### src/rtl/braille_pkg.sv
// Shared definitions for the Braille trainer round sequencer.
//   state_e        : sequencer states
//   BRAILLE_LUT    : expected 4-dot cell for letters a..j
//   next_target()  : advances the letter index by TARGET_STRIDE modulo NUM_LETTERS
package braille_pkg;

  typedef enum logic [2:0] {
    ST_IDLE     = 3'd0,
    ST_CLEAR    = 3'd1,
    ST_WAIT     = 3'd2,
    ST_JUDGE    = 3'd3,
    ST_FEEDBACK = 3'd4,
    ST_DONE     = 3'd5
  } state_e;

  localparam int NUM_LETTERS   = 10;
  localparam int TARGET_STRIDE = 3;

  // Bit positions of the dots within a 4-bit pattern.
  localparam int DOT1_BIT = 0;
  localparam int DOT2_BIT = 1;
  localparam int DOT4_BIT = 2;
  localparam int DOT5_BIT = 3;

  // Letters a..j, bit order {dot5, dot4, dot2, dot1}.
  localparam logic [3:0] BRAILLE_LUT [NUM_LETTERS] = '{
    4'b0001, 4'b0011, 4'b0101, 4'b1101, 4'b1001,
    4'b0111, 4'b1111, 4'b1011, 4'b0110, 4'b1110
  };

  function automatic logic [3:0] next_target(input logic [3:0] cur);
    logic [4:0] sum;
    sum = {1'b0, cur} + 5'(TARGET_STRIDE);
    if (sum >= 5'(NUM_LETTERS)) sum = sum - 5'(NUM_LETTERS);
    return sum[3:0];
  endfunction

endpackage

### src/rtl/trainer_timer.sv
// Clearable up-counter with terminal-count compare, shared by the response
// window and the feedback hold.
//   Clk, Rst   : clock, async active-low reset
//   clr_i      : synchronous clear to zero (wins over enable)
//   en_i       : count enable
//   tc_val_i   : terminal value (period - 1)
//   tc_o       : high while enabled and count equals tc_val_i
//   cnt_o      : current count
module trainer_timer #(
  parameter int W = 8
) (
  input  logic         Clk,
  input  logic         Rst,
  input  logic         clr_i,
  input  logic         en_i,
  input  logic [W-1:0] tc_val_i,
  output logic         tc_o,
  output logic [W-1:0] cnt_o
);

  logic [W-1:0] cnt_q;

  always_ff @(posedge Clk or negedge Rst) begin
    if (!Rst)       cnt_q <= '0;
    else if (clr_i) cnt_q <= '0;
    else if (en_i)  cnt_q <= cnt_q + 1'b1;
  end

  assign tc_o  = en_i && (cnt_q == tc_val_i);
  assign cnt_o = cnt_q;

endmodule

### src/rtl/braille_round_ctrl.sv
// Round sequencer for the Braille trainer: picks the target letter, re-arms
// the pattern-load register, judges the loaded pattern, enforces a response
// timeout and keeps score over NUM_ROUNDS rounds.
//   Clk, Rst               : clock, async active-low reset
//   Start                  : begins a session from IDLE or DONE
//   PatIn, PatEn           : pattern and loaded flag from the load register
//   LoadRst                : active-low clear to the load register
//   Target                 : current letter index 0..9
//   ResOk, ResBad, ResTo   : result lamps, only lit in FEEDBACK
//   Score, Round, Done     : session progress
//
// state    | meaning
// IDLE     | waiting for Start, load register held clear
// CLEAR    | one cycle to clear load register and timer
// WAIT     | accepting a pattern, response window running
// JUDGE    | compare captured pattern with expected cell
// FEEDBACK | result lamp held for FB_CYCLES
// DONE     | session over, score held until Start
module braille_round_ctrl
  import braille_pkg::*;
#(
  parameter int TIMEOUT_CYCLES = 50_000_000,
  parameter int FB_CYCLES      = 25_000_000,
  parameter int NUM_ROUNDS     = 10
) (
  input  logic       Clk,
  input  logic       Rst,
  input  logic       Start,
  input  logic [3:0] PatIn,
  input  logic       PatEn,
  output logic       LoadRst,
  output logic [3:0] Target,
  output logic       ResOk,
  output logic       ResBad,
  output logic       ResTo,
  output logic [3:0] Score,
  output logic [3:0] Round,
  output logic       Done
);

  localparam int MAX_CYC = (TIMEOUT_CYCLES > FB_CYCLES) ? TIMEOUT_CYCLES : FB_CYCLES;
  localparam int TW      = (MAX_CYC > 1) ? $clog2(MAX_CYC) : 1;

  state_e     state_q, state_d;
  logic [3:0] score_q, score_d;
  logic [3:0] round_q, round_d;
  logic [3:0] target_q, target_d;
  logic [3:0] cap_q, cap_d;
  logic       ok_q, ok_d, bad_q, bad_d, to_q, to_d;

  logic          tmr_clr, tmr_en, tmr_tc;
  logic [TW-1:0] tmr_tc_val, tmr_cnt;

  // The timer restarts on every state change, so each WAIT and FEEDBACK
  // visit starts counting from zero.
  assign tmr_clr    = (state_d != state_q);
  assign tmr_en     = (state_q == ST_WAIT) || (state_q == ST_FEEDBACK);
  assign tmr_tc_val = (state_q == ST_WAIT) ? TW'(TIMEOUT_CYCLES - 1) : TW'(FB_CYCLES - 1);

  trainer_timer #(.W(TW)) u_timer (
    .Clk      (Clk),
    .Rst      (Rst),
    .clr_i    (tmr_clr),
    .en_i     (tmr_en),
    .tc_val_i (tmr_tc_val),
    .tc_o     (tmr_tc),
    .cnt_o    (tmr_cnt)
  );

  always_ff @(posedge Clk or negedge Rst) begin
    if (!Rst) begin
      state_q  <= ST_IDLE;
      score_q  <= '0;
      round_q  <= '0;
      target_q <= '0;
      cap_q    <= '0;
      ok_q     <= 1'b0;
      bad_q    <= 1'b0;
      to_q     <= 1'b0;
    end else begin
      state_q  <= state_d;
      score_q  <= score_d;
      round_q  <= round_d;
      target_q <= target_d;
      cap_q    <= cap_d;
      ok_q     <= ok_d;
      bad_q    <= bad_d;
      to_q     <= to_d;
    end
  end

  always_comb begin
    state_d  = state_q;
    score_d  = score_q;
    round_d  = round_q;
    target_d = target_q;
    cap_d    = cap_q;
    ok_d     = 1'b0;
    bad_d    = 1'b0;
    to_d     = 1'b0;

    unique case (state_q)
      ST_IDLE, ST_DONE: begin
        if (Start) begin
          state_d  = ST_CLEAR;
          score_d  = '0;
          round_d  = '0;
          target_d = '0;
        end
      end
      ST_CLEAR: state_d = ST_WAIT;
      ST_WAIT: begin
        // A press on the last window cycle still counts.
        if (PatEn) begin
          state_d = ST_JUDGE;
          cap_d   = PatIn;
        end else if (tmr_tc) begin
          state_d = ST_FEEDBACK;
          to_d    = 1'b1;
        end
      end
      ST_JUDGE: begin
        state_d = ST_FEEDBACK;
        if (cap_q == BRAILLE_LUT[target_q]) begin
          ok_d = 1'b1;
          if (score_q != 4'hF) score_d = score_q + 4'd1;
        end else begin
          bad_d = 1'b1;
        end
      end
      ST_FEEDBACK: begin
        ok_d  = ok_q;
        bad_d = bad_q;
        to_d  = to_q;
        if (tmr_tc) begin
          ok_d  = 1'b0;
          bad_d = 1'b0;
          to_d  = 1'b0;
          if (round_q == 4'(NUM_ROUNDS - 1)) begin
            state_d = ST_DONE;
          end else begin
            state_d  = ST_CLEAR;
            round_d  = round_q + 4'd1;
            target_d = next_target(target_q);
          end
        end
      end
      default: state_d = ST_IDLE;
    endcase
  end

  assign LoadRst = (state_q == ST_WAIT) || (state_q == ST_JUDGE);
  assign Done    = (state_q == ST_DONE);
  assign Target  = target_q;
  assign Score   = score_q;
  assign Round   = round_q;
  assign ResOk   = ok_q;
  assign ResBad  = bad_q;
  assign ResTo   = to_q;

endmodule

### config.mk
export PLATFORM = sky130hd
export DESIGN_NAME = braille_round_ctrl
export DESIGN_NICKNAME = d
export VERILOG_FILES = /design/src/rtl/braille_pkg.sv /design/src/rtl/trainer_timer.sv /design/src/rtl/braille_round_ctrl.sv
export SDC_FILE = /design/constraint.sdc
export NUM_CORES = 1
export LEC_CHECK = 0
export CORE_ASPECT_RATIO = 1.4
export CORE_MARGIN = 2
export CORE_UTILIZATION = 50
export DETAILED_ROUTE_END_ITERATION = 8
export PLACE_DENSITY = 0.71
export RECOVER_POWER = 25
export SYNTH_ARGS = -nofsm -noshare
export SYNTH_HDL_FRONTEND = slang
export SYNTH_SLANG_ARGS = --single-unit
### constraint.sdc
create_clock -name Clk -period 3.3 [get_ports Clk]
set_input_delay 0.495 -clock Clk [delete_from_list [all_inputs] [get_ports Clk]]
set_output_delay 0.495 -clock Clk [all_outputs]
set_load 0.05 [all_outputs]
==> results.toml <==
[floorplan]
die_w_um = 67.4
fp.dieArea_mm2 = 0.00626
design.core.area_mm2 = 0.00549
io_pins = 25
start_util_pct = 51.3
fp.dieH_um = 92.8
num_rows = 32

[sta]
setup_total_negative_slack_ps = 0
maximum_operating_frequency_mhz = 363
layout_worst_path_cycle_share_pct = 83.4
finalSetupViolations = 0
worst_clock_skew_ps = 10.4
worstMarginPinSlew_ps = 2560
hold_violations = 0
holdWs_ps = 493
final_period_minus_worst_setup_slack_ps = 2750
maxSlewHeadroom_pct = -70.7
maxSlewViolCount = 49
setup_repair_after_global_routing_missed_its_margin = "false"

[place]
placed_area_mm2 = 0.00308
placement.io_buffers = 24
place_congestion = 0.861
dpl_hpwl_um = 4280

[global_route]
globalRouteTotalUtil_pct = 20.5
number_of_global_route_vias_before_repair = 2222
grt_first_pass_wirelength_um = 9930
overflow = 0
grt_max_degree = 49
grt_antenna_before_repair = 0

[synth]
netlist_area_mm2 = 0.00282
synth.yosys.warnings = 0
postSynth.topFlopCell = "dfrtp_1"
synth-seq-area-share_pct = 42.6
postSynthNetCount = 320
ys_async_sr_fraction_pct = 100
synth.ff_latch_count = 48
synthesis.instances = 305
synth_edf_count = 0
syn-mean-instance-area_um2 = 9.23
netlist-cell-type-count = 48

[critical_path]
timing.critical_path.arrival_ps = 2950
timing.critical_path.max_delay_family = "simple AND/OR/NAND/NOR gates"
critical_path_peak_fanout = 10
timing.critical_path.required_ps = 3490
timing.reg2reg.setup_slack_ps = 550
path_type_of_the_worst_setup_path = "register to register"
cell_breakdown_of_the_critical_path = "or3b_1, or4b_4, o21a_4, nor3_4, nand2_1, nand2_2, mux2_2"
critPathSlowestCell = "or4b_4"
reg2reg_to = "Target[2]"
critical_path.max_stage_delay_ps = 510
cp-start-kind = "register"
cp_endpoint_kind = "register"
critical_path.n_buffers_inverters = 0
worst_r2r_startpoint = "state_q[1]"
r2r.worst_path.cells = 7

[finish]
final_cell_mix = "dfrtp_1 (48), nor2_1 (46), nand3_1 (23), clkdlybuf4s50_1 (23), nand2_1 (21)"
layout.filler_cells = 498
fin_area_mm2 = 0.00321
final_common_cell = "dfrtp_1"
fraction_of_final_layout_cells_sized_beyond_drive_strength_1_pct = 7.03
n_antenna_cell = 0
regArea_mm2 = 0.00120
multi_input_area_mm2 = 0.00150
nets = 341
area_growth_syn_to_layout_pct = 13.8

[job]
maxCapViolations = 1

[worst_hold_path]
worstHoldPathType = "register to register"
timing.hold.worst.start = "ResBad"
timing.hold.worst_endpoint = "ResBad"
min_path_cells = 2

[power_and_ir_drop]
power_w = 0.00198
power.density_cell_area_mw_per_mm2 = 618
static-leakage-power_nw = 1.33
vdd.ir_drop.worst_mv = 0.327

[cts]
cts_num_sinks = 48
number_of_hold_repair_buffers_added_at_the_cts_stage = 0
root_buffer = "clkbuf_8"
post-cts-setup-buffer-count = 0
numCtsBuffers = 5
cts.htree.levels = 2
clkTransAtPathRegs_ps = 90
ctsResizeCount = 0
cts_tree = "yes"
worstSkewPairLatency_ps = 300
cts_buffer_depth = 2

[routing]
via_per_inst = 5.73
remaining_drc_errors = 0
ant_nets = 0
drt_first_pass_iters = 4
num_vias = 2264
routed_wire_length_per_instance_um = 14.8
route.final.wire_length_um = 5830
detailedRoute.firstIterationViolations = 107

[outcome]
failed_checks = "max-capacitance violations, max-slew violations"
run_status = "complete, but fails checks"
==> metal layers <==
layer	GRT usage, %	part of all wire, %	vias up
met2	38.4	55	52
li1	-	-	1099
met5	0	0	-
met1	22.5	40	1109
met3	3.16	3.5	4
met4	6.97	0.91	0
==> through the flow <==
| stage | utilization, % | instances | setup WS (ps) |
|---|---|---|---|
| 6_report | 58.4 | 395 | 547 |
| 5_1_grt | 58.4 | 395 | 341 |
| 4_1_cts | 58.5 | 395 | 534 |
| 3_5_place_dp | 56.2 | 387 | 578 |
| 3_3_place_gp | 56.2 | 387 | 639 |
| 2_1_floorplan | - | 305 | 491 |
==> synthesized netlist by cell type, drive strengths merged (3+ instances only) <==
cell	instances	area (um^2)
nor4bb	3	30.0
nand3	23	115
o21ai	15	86.3
ha	7	87.6
mux2	5	56.3
and3	14	87.6
buf	4	45.0
nor2	46	173
dfrtp	48	1200
a31oi	3	18.8
o31ai	5	37.5
clkbuf	9	33.8
xnor2	15	131
nand2b	5	31.3
mux2i	4	40.0
nor3	9	56.3
nand2	22	85.1
a21oi	7	38.8
xor2	17	149
nand4	5	31.3
inv	9	33.8
==> logic make-up (layout without fill, tap and decap cells) <==
family / Yosys count / after routing / synth area share (%)
buffers and inverters: 22 / 44 / 4.00
adders and majority gates: 7 / 7 / 3.11
DFF: 48 / 48 / 42.6
muxes: 9 / 9 / 3.42
AOI/OAI and AO/OA: 43 / 43 / 10.6
and+or+nand+nor: 144 / 144 / 26.3
xor gates and xnor gates: 32 / 32 / 9.95
==> power breakdown <==
group	internal (W)	switching, W	leakage, nW	total [W]
clock	0.000267	0.000186	0.0645	0.000454
sequential	0.000651	0.0000874	0.658	0.000739
combinational	0.000274	0.000514	0.610	0.000788
==> registers in the layout, indices dropped and copies added (netlist names) <==
signal / count
u_timer.cnt_o: 26
Round: 4
Score: 4
ResTo: 1
Target: 4
state_q: 3
ResBad: 1
cap_q: 4
ResOk: 1
==> layout make-up <==
| cell class | instances | share of cell area, % |
|---|---|---|
| clock buffer | 7 | 3.01 |
| clock inverter | 1 | 0.937 |
| inverter | 9 | 1.05 |
| multi-input combinational | 235 | 46.9 |
| sequential | 48 | 37.5 |
| tap | 68 | 2.65 |
| timing repair buffer | 27 | 8.00 |
==> worst reg2reg max path, stage by stage (launching register included) <==
cell and delay [ps]:
dfrtp_1 500, or3b_1 420, or4b_4 510, o21a_4 230, nor3_4 280, nand2_1 230, nand2_2 160, mux2_2 330
==> how the worst max path moves through the flow <==
stage / cells past startpoint / slack, ps / endpoint / start
after global placement: 7 / 640 / Target[2] / state_q[1]
after floorplan: 11 / 490 / Target[2] / Target[0]
after CTS: 7 / 530 / Target[2] / state_q[1]
final: 7 / 550 / Target[2] / state_q[1]
after detailed placement: 7 / 580 / Target[2] / state_q[1]
after global routing: 1 / 340 / u_timer.cnt_o[15] / Rst
(Power assumes the default switching activity.)
